File: src/rtl/fetch_if.sv
`default_nettype none
// ============================================================================
// Module : fetch_if
// Brief  : Instruction-memory request/acknowledge bus between fetch and imem.
// Rev    : 1.0  initial release
// ============================================================================
interface fetch_if;
  logic        imem_req_o;
  logic [31:0] imem_addr_o;
  logic        imem_ack_i;
  logic [31:0] imem_data_i;

  modport master (
    output imem_req_o,
    output imem_addr_o,
    input  imem_ack_i,
    input  imem_data_i
  );

  modport slave (
    input  imem_req_o,
    input  imem_addr_o,
    output imem_ack_i,
    output imem_data_i
  );
endinterface
`default_nettype wire

File: src/rtl/fetch.sv
`default_nettype none
// ============================================================================
// Module : fetch
// Brief  : Instruction fetch FSM (IDLE/WAIT/DONE) with PC, redirect and
//          optional WAIT timeout enabled by macro FETCH_TIMEOUT_EN.
// Rev    : 1.0  initial release
// ============================================================================
module fetch #(
  parameter logic [31:0] RESET_PC       = 32'h0000_0000,
  parameter int          TIMEOUT_CYCLES = 16
) (
  input  logic          clk,
  input  logic          reset,
  fetch_if.master       imem,
  input  logic [2:0]    stage_i,
  input  logic          pc_load_i,
  input  logic [31:0]   pc_target_i,
  output logic [31:0]   ir_o,
  output logic [31:0]   pc_o,
  output logic          ir_valid_o,
  output logic          fetch_done_o,
  output logic          misaligned_o,
  output logic          fault_o
);

  localparam logic [1:0] S_IDLE = 2'd0;
  localparam logic [1:0] S_WAIT = 2'd1;
  localparam logic [1:0] S_DONE = 2'd2;
  localparam logic [31:0] c_NOP = 32'h0000_0013;

  logic [1:0]  r_state;
  logic [31:0] r_pc;
  logic [31:0] r_addr;
  logic        r_req;
  logic [31:0] r_ir;
  logic [31:0] r_pc_o;
  logic        r_ir_valid;
  logic        r_done;
  logic        r_misal;
  logic        r_pend_valid;
  logic [31:0] r_pend_pc;

  logic        w_redir_ok;
  logic        w_redir_bad;
  logic        w_start;
  logic        w_fault;
  logic [31:0] w_next_pc;

`ifdef FETCH_TIMEOUT_EN
  localparam int c_TMO_W = (TIMEOUT_CYCLES > 1) ? $clog2(TIMEOUT_CYCLES) : 1;
  localparam logic [c_TMO_W-1:0] c_TMO_LAST = c_TMO_W'(TIMEOUT_CYCLES - 1);
  logic [c_TMO_W-1:0] r_tmo_cnt;
  logic               r_fault;
  assign w_fault = r_fault;
`else
  assign w_fault = 1'b0;
`endif

  always_comb begin
    w_redir_ok  = pc_load_i && (pc_target_i[1:0] == 2'b00);
    w_redir_bad = pc_load_i && (pc_target_i[1:0] != 2'b00);
    w_start     = (r_state == S_IDLE) && (stage_i == 3'd0) && !w_fault;
    // Newest redirect wins, then a stored one, else sequential (wraps at 2^32)
    w_next_pc   = w_redir_ok   ? pc_target_i :
                  r_pend_valid ? r_pend_pc   : r_addr + 32'd4;
  end

  always_ff @(posedge clk) begin
    if (reset) begin
      r_state      <= S_IDLE;
      r_pc         <= RESET_PC;
      r_addr       <= 32'h0;
      r_req        <= 1'b0;
      r_ir         <= c_NOP;
      r_pc_o       <= 32'h0;
      r_ir_valid   <= 1'b0;
      r_done       <= 1'b0;
      r_misal      <= 1'b0;
      r_pend_valid <= 1'b0;
      r_pend_pc    <= 32'h0;
`ifdef FETCH_TIMEOUT_EN
      r_tmo_cnt    <= '0;
      r_fault      <= 1'b0;
`endif
    end else begin
      r_done  <= 1'b0;
      r_misal <= w_redir_bad;
      case (r_state)
        S_IDLE: begin
          if (w_redir_ok) r_pc <= pc_target_i;
          if (w_start) begin
            r_state    <= S_WAIT;
            r_req      <= 1'b1;
            r_addr     <= r_pc;
            r_ir_valid <= 1'b0;
`ifdef FETCH_TIMEOUT_EN
            r_tmo_cnt  <= '0;
`endif
            // A redirect arriving with the launch applies after this fetch
            if (w_redir_ok) begin
              r_pend_valid <= 1'b1;
              r_pend_pc    <= pc_target_i;
            end
          end
        end
        S_WAIT: begin
          if (imem.imem_ack_i) begin
            r_state      <= S_DONE;
            r_ir         <= imem.imem_data_i;
            r_pc_o       <= r_addr;
            r_ir_valid   <= 1'b1;
            r_req        <= 1'b0;
            r_done       <= 1'b1;
            r_pc         <= w_next_pc;
            r_pend_valid <= 1'b0;
`ifdef FETCH_TIMEOUT_EN
          end else if (r_tmo_cnt == c_TMO_LAST) begin
            r_state      <= S_IDLE;
            r_req        <= 1'b0;
            r_fault      <= 1'b1;
            r_pend_valid <= 1'b0;
`endif
          end else begin
`ifdef FETCH_TIMEOUT_EN
            r_tmo_cnt <= r_tmo_cnt + 1'b1;
`endif
            if (w_redir_ok) begin
              r_pend_valid <= 1'b1;
              r_pend_pc    <= pc_target_i;
            end
          end
        end
        S_DONE: begin
          if (w_redir_ok) r_pc <= pc_target_i;
          if (stage_i != 3'd0) r_state <= S_IDLE;
        end
        default: r_state <= S_IDLE;
      endcase
    end
  end

  assign imem.imem_req_o  = r_req;
  assign imem.imem_addr_o = r_addr;
  assign ir_o             = r_ir;
  assign pc_o             = r_pc_o;
  assign ir_valid_o       = r_ir_valid;
  assign fetch_done_o     = r_done;
  assign misaligned_o     = r_misal;
  assign fault_o          = w_fault;

endmodule
`default_nettype wire

File: src/flat_wrapper.sv
// flat-port wrapper written by rule: the top's interface ports become plain ports
module fetch_flat 
#(
  parameter logic [31:0] RESET_PC       = 32'h0000_0000,
  parameter int          TIMEOUT_CYCLES = 16
)
  (clk, reset, stage_i, pc_load_i, pc_target_i, ir_o, pc_o, ir_valid_o, fetch_done_o, misaligned_o, fault_o, imem_imem_req_o, imem_imem_addr_o, imem_imem_ack_i, imem_imem_data_i);
  fetch_if imem_i ();
  input  logic clk;
  input  logic reset;
  input  logic [2:0] stage_i;
  input  logic pc_load_i;
  input  logic [31:0] pc_target_i;
  output logic [31:0] ir_o;
  output logic [31:0] pc_o;
  output logic ir_valid_o;
  output logic fetch_done_o;
  output logic misaligned_o;
  output logic fault_o;
  output wire logic [$bits(imem_i.imem_req_o)-1:0] imem_imem_req_o;
  output wire logic [$bits(imem_i.imem_addr_o)-1:0] imem_imem_addr_o;
  input wire logic [$bits(imem_i.imem_ack_i)-1:0] imem_imem_ack_i;
  input wire logic [$bits(imem_i.imem_data_i)-1:0] imem_imem_data_i;
  assign imem_imem_req_o = imem_i.imem_req_o;
  assign imem_imem_addr_o = imem_i.imem_addr_o;
  assign imem_i.imem_ack_i = imem_imem_ack_i;
  assign imem_i.imem_data_i = imem_imem_data_i;
  fetch #(.RESET_PC(RESET_PC), .TIMEOUT_CYCLES(TIMEOUT_CYCLES)) u_core (.clk(clk), .reset(reset), .imem(imem_i), .stage_i(stage_i), .pc_load_i(pc_load_i), .pc_target_i(pc_target_i), .ir_o(ir_o), .pc_o(pc_o), .ir_valid_o(ir_valid_o), .fetch_done_o(fetch_done_o), .misaligned_o(misaligned_o), .fault_o(fault_o));
endmodule
File: config.mk
export PLATFORM = sky130hd
export DESIGN_NAME = fetch_flat
export DESIGN_NICKNAME = d
export VERILOG_FILES = /design/src/rtl/fetch_if.sv /design/src/rtl/fetch.sv /design/src/flat_wrapper.sv
export SDC_FILE = /design/constraint.sdc
export NUM_CORES = 1
export LEC_CHECK = 0
export CAP_MARGIN = 20
export CORE_ASPECT_RATIO = 0.6
export CORE_UTILIZATION = 50
export CTS_CLUSTER_DIAMETER = 60
export CTS_CLUSTER_SIZE = 10
export DETAILED_ROUTE_END_ITERATION = 16
export GPL_ROUTABILITY_DRIVEN = 0
export PLACE_DENSITY = 0.87
export SYNTH_ARGS = -nofsm -noshare
export SYNTH_HDL_FRONTEND = slang
export SYNTH_SLANG_ARGS = --single-unit
File: constraint.sdc
create_clock -name clk -period 2.1 [get_ports clk]
set_clock_uncertainty 0.05 [all_clocks]
set_input_delay 0.42 -clock clk [delete_from_list [all_inputs] [get_ports clk]]
set_output_delay 0.42 -clock clk [all_outputs]
set_load 0.05 [all_outputs]
* Word-level counts from Yosys, hierarchy flattened *
Index checks and enable logic that the tools add are counted.

word-level totals
  input port bits = 71
  output and inout bits = 101
  word-level logic and storage cells = 63
  flip-flop bits (word level) = 167

operators by class
  eq/ne operators = 7
  muxes and demuxes = 24
  bitwise logic cells = 1
  reduce and logical (&&, ||, !) cells = 19
  add/subtract/negate cells = 1

operators with widths
  cell                                                  count
  2-to-1 mux 32 bit                                     7
  one-hot mux 32 bit (2 select lines)                   2
  adder 32 x 3 -> 32 bit (second input constant)        1
  AND reduction 3 bit                                   4
  2-to-1 mux 1 bit                                      8
  2-to-1 mux 2 bit                                      3
  != test 2 x 1 -> 1 bit (second input constant)        3
  one-hot mux 1 bit (2 select lines)                    3
  one-hot mux 2 bit (3 select lines)                    1
  AND reduction 2 bit                                   3
  nonzero test 2 bit                                    3
  zero test 2 bit                                       2
  != test 2 bit (second input constant)                 2
  OR reduction 2 bit                                    2
  logical AND 1 bit                                     3
  zero test 3 bit                                       1
  nonzero test 3 bit                                    1
  equality test 2 x 1 -> 1 bit (second input constant)  1
  equality test 2 bit (second input constant)           1
  inverter 1 bit                                        1

* Logic depth before layout (Yosys ltp) *
  word-level depth = 5
  depth in mapped cells = 9
  depth with buffers taken out = 6

* Worst setup path after synthesis *
Ideal clock, no wire load.

  path type = register to register
  start point = register u_core.r_addr[4], in the netlist u_core.imem.imem_addr_o[4]
  end point = register u_core.r_pc[13]
  cell stages (with the launch flop) = 8
  data required time = 1.914 ns
  clock period less this slack = 2.371 ns
  library setup time = 0.136 ns
  arrival time = 2.185 ns
  path buffers = 2
  path slack = -0.271 ns
  cell sequence = dfxtp_1 -> buf_2 -> nand4_1 -> or4_1 -> buf_6 -> xnor2_2 -> a221oi_1 -> a211oi_2

between the ends
  longest elaborated chain between the ends = 5

RTL lines
  what                                 RTL line      text
  start, declared                      fetch.sv:33   logic [31:0] r_addr;
  start signal, assigned               fetch.sv:94   r_addr <= r_pc;
  adder 32 x 3 -> 32 bit               fetch.sv:65   r_pend_valid ? r_pend_pc : r_addr + 32'd4;
  2-to-1 mux 32 bit                    fetch.sv:65
  2-to-1 mux 32 bit                    fetch.sv:64   w_next_pc = w_redir_ok ? pc_target_i :
  2-to-1 mux 32 bit                    fetch.sv:107  if (imem.imem_ack_i) begin
  one-hot mux 32 bit (2 select lines)  fetch.sv:88   case (r_state)
  end signal, assigned                 fetch.sv:90   if (w_redir_ok) r_pc <= pc_target_i;
  end signal, assigned                 fetch.sv:114  r_pc <= w_next_pc;
  end signal, assigned                 fetch.sv:134  if (w_redir_ok) r_pc <= pc_target_i;
  end, declared                        fetch.sv:32   logic [31:0] r_pc;

No other way between the ends. The select of a mux whose other input is x is not followed.
A chain may end at the register's enable or synchronous reset.

* Worst setup path after layout *
  start point = register u_core.r_ir[21], in the netlist u_core.ir_o[21]
  end point = output ir_o[21]

RTL lines
  what                    RTL line            text
  start, declared         fetch.sv:35         logic [31:0] r_ir;
  start signal, assigned  fetch.sv:74         r_ir <= c_NOP;
  start signal, assigned  fetch.sv:109        r_ir <= imem.imem_data_i;
  end, declared           flat_wrapper.sv:14  output logic [31:0] ir_o;

No word-level cell between the ends.

==> results.sh <==
export IMPL_hold_viol_final=0
export IMPL_layout_common_cells="nand2_1, dfxtp_1, clkdlybuf4s50_1, a21oi_1, buf_4"
export IMPL_synth_top_cell_by_area="dfxtp_1"
export IMPL_syn_nets=943
export IMPL_synth_xor_area_share=0.0309
export IMPL_worstHoldPathType="flop to flop"
export IMPL_io_pins=172
export IMPL_clk_pin_slew_ns=0.07
export IMPL_relSlewSlack=0.505
export IMPL_synth_top_family_by_area="simple AND/OR/NAND/NOR gates"
export IMPL_hpwl_um=14100
export IMPL_power_density_mw_per_mm2=698
export IMPL_synthSimpleGateAreaFrac=0.233
export IMPL_cts_resized=15
export IMPL_fin_cells=1262
export IMPL_synthDistinctLibCells=55
export IMPL_switchingPower_mw=1.78
export IMPL_yosys_warnings=0
export IMPL_critPathRequiredTime_ns=1.63
export IMPL_synthArstFlopShare=0
export IMPL_grt_use_total=0.282
export IMPL_finalSetupViolCount=0
export IMPL_clock_root_buffer="clkbuf_16"
export IMPL_initial_core_util=0.514
export IMPL_die_w_um=155
export IMPL_power_internal_mw=5.13
export IMPL_p_comb_frac=0.093
export IMPL_peakVddDrop_uv=604
export IMPL_rsz0062_at_grt="false"
export IMPL_htree_levels=4
export IMPL_grtUsageMet3=0.0706
export IMPL_synthAdderAreaFrac=0.00177
export IMPL_synth_top_area_frac=0.474
export IMPL_viasPerCell=5.52
export IMPL_clk_path_buf_depth=2
export IMPL_p_clk_frac=0.434
export IMPL_power_frac_seq=0.474
export IMPL_num_rows=33
export IMPL_setup_worst_path_end_class="primary output"
export IMPL_post_cts_setup_buffers=0
export IMPL_maxCapViolCount=0
export IMPL_status="finished clean"
export IMPL_synth_compound_area_frac=0.163
export IMPL_min_period_over_period=0.984
export IMPL_synth_edf_count=0
export IMPL_core_area_mm2=0.0137
export IMPL_first_pass_iters=5
export IMPL_cts_buffers=17
export IMPL_criticalPathCategory="flop to primary output"
export IMPL_crit_buf_inv=1
export IMPL_worstPathCellList="clkdlybuf4s50_1"
export IMPL_max_freq_mhz=484
export IMPL_critPathSlowestCell="clkdlybuf4s50_1"
export IMPL_arrival_ns=1.60
export IMPL_grt_max_degree=62
export IMPL_switching_share=0.257
export IMPL_antenna_found_initial=0
export IMPL_avgSynthCellArea_um2=8.10
export IMPL_critPathMaxFanout=2
export IMPL_dieHeight_um=94.0
export IMPL_p_leak_nw=3.58
export IMPL_netlist_area_mm2=0.00705
export IMPL_p_total_mw=6.90
export IMPL_overflow=0
export IMPL_post_drt_wl_per_cell_um=16.0
export IMPL_final_util=0.722
export IMPL_nets=1129
export IMPL_layout_drive_gt1_share=0.142
export IMPL_max_stage_delay_ns=0.82
export IMPL_vias=6971
export IMPL_numPortBuffers=170
export IMPL_wl_um=20200
export IMPL_grt_util_met2=0.465
export IMPL_layout_commonest_cell="nand2_1"
export IMPL_tightest_slew_ns=0.743
export IMPL_muxShareOfSynthArea=0.0483
export IMPL_cts_tree="built"
export IMPL_grt_util_met1=0.372
export IMPL_grt_busiest_layer="met2"
export IMPL_tns_ns=0
export IMPL_slew_viol_final=0
export IMPL_cts_sinks=167
export IMPL_yosysSeqAreaShare=0.474
export IMPL_period_needed_ns=2.07
export IMPL_synth_seq_cells=167
export IMPL_drc=0
export IMPL_drt_antenna_violating_nets=0
export IMPL_ys_top_cells_by_area="dfxtp_1, nand2_1, a21oi_1, mux2i_1, nor2_1"
export IMPL_critPathTopFamily="buffers and inverters"
export IMPL_dieArea_mm2=0.0146
export IMPL_areaGrowthSynthToFinish_pct=40.3
export IMPL_antennaDiodeCount=0
export IMPL_dp_cells=1230
export IMPL_clock_latency_ns=0.43
export IMPL_drtIter0Drc=567
export IMPL_ys_flop_type="dfxtp_1"
export IMPL_crit_path_start_kind="flop"
export IMPL_ctsHoldBuffers=0
export IMPL_fillers=983
export IMPL_netlist_instances=871
export IMPL_grt_first_pass_wirelength_um=32600
export IMPL_grt_pass1_vias=6654
## through the flow
| step | cell area (um^2) | hold slack (ns) | worst slack, ns |
|---|---|---|---|
| after CTS | 9850 | 0.398 | 0.00194 |
| final | 9890 | 0.401 | 0.0346 |
| after global placement | 9300 | 0.384 | -0.344 |
| after floorplan | 7080 | 0.372 | -0.00221 |
| after detailed placement | 9300 | 0.394 | -0.459 |
| after global routing | 9890 | 0.423 | 0.000839 |
## sequential cells by signal, indices dropped and copies added (netlist names), 2 cells and up
| name | count |
|---|---|
| u_core.r_pend_pc | 32 |
| u_core.pc_o | 32 |
| u_core.imem.imem_addr_o | 32 |
| u_core.r_state | 2 |
| u_core.r_pc | 32 |
| u_core.ir_o | 32 |
## area by class of cell
| class | count | area (um^2) | area share |
|---|---|---|---|
| well taps | 192 | 240 | 0.0243 |
| clock inverters | 14 | 121 | 0.0123 |
| clock buffers | 18 | 450 | 0.0455 |
| repair buffers | 237 | 2280 | 0.231 |
| inverters | 6 | 22.5 | 0.00228 |
| multi-input cells | 628 | 3410 | 0.345 |
| flip-flops and latches | 167 | 3370 | 0.340 |
## cells in the mapped netlist (all sizes together), types with 2 or more instances
cell type	count
o31a	5
xnor2	9
inv	6
o21bai	2
dfxtp	167
a31oi	2
nor4	7
o21a	6
nand4	9
nand3b	4
or3	4
xor2	15
nor3	18
clkbuf	41
mux2i	34
nor2b	2
nor2	75
nor3b	3
nand2b	3
a311oi	4
and3	6
nand2	228
a211oi	16
buf	29
o211ai	10
o21ai	11
a221oi	8
nand3	14
a211o	2
a21oi	118
o221ai	2
## path summary, 6_finish.rpt
check	slack, ns	depth (start not counted)	end	startpoint
setup / recovery	0.03	1	ir_o[21]	u_core.ir_o[21]$_SDFFE_PP0P_
hold / removal	0.40	2	u_core.imem.imem_addr_o[10]$_SDFFE_PP0P_	u_core.r_pc[10]$_SDFFE_PP0P_
setup reg to reg	0.10	7	u_core.r_pc[20]$_SDFFE_PP0P_	u_core.imem.imem_addr_o[2]$_SDFFE_PP0P_
hold reg to reg	0.40	2	u_core.imem.imem_addr_o[10]$_SDFFE_PP0P_	u_core.r_pc[10]$_SDFFE_PP0P_
## logic make-up after synthesis
group	count (synthesis)
other cells	1
compound gates	190
buf+inv	76
simple gates	378
fa+ha+maj	1
xor+xnor	24
mux	34
flops	167
## routing by layer
layer,share of wire,wire (um),vias to the layer above
met4,0.0084,169,0
met2,0.47,9420,309
li1,-,-,3323
met3,0.084,1690,17
met5,0,0,-
met1,0.44,8940,3322
## power groups by stage
stage	Clock [mW]	Combinational (mW)	Sequential, mW
2_1_floorplan	0	0.248	3.40
3_3_place_gp	0	0.617	3.34
3_5_place_dp	0	0.627	3.34
4_1_cts	3.02	0.631	3.27
5_1_grt	3.16	0.684	3.27
6_report	2.99	0.639	3.27
## worst reg2reg max path: cells and delay by family, from the launching register on
| family | cells | cell delay [ns] |
|---|---|---|
| AOI/OAI and AO/OA | 2 | 0.48 |
| and+or+nand+nor | 3 | 0.55 |
| adders and majority gates | 1 | 0.23 |
| buffers and inverters | 1 | 0.20 |
| DFF | 1 | 0.33 |
No activity file was read; power rests on OpenSTA's default activity.
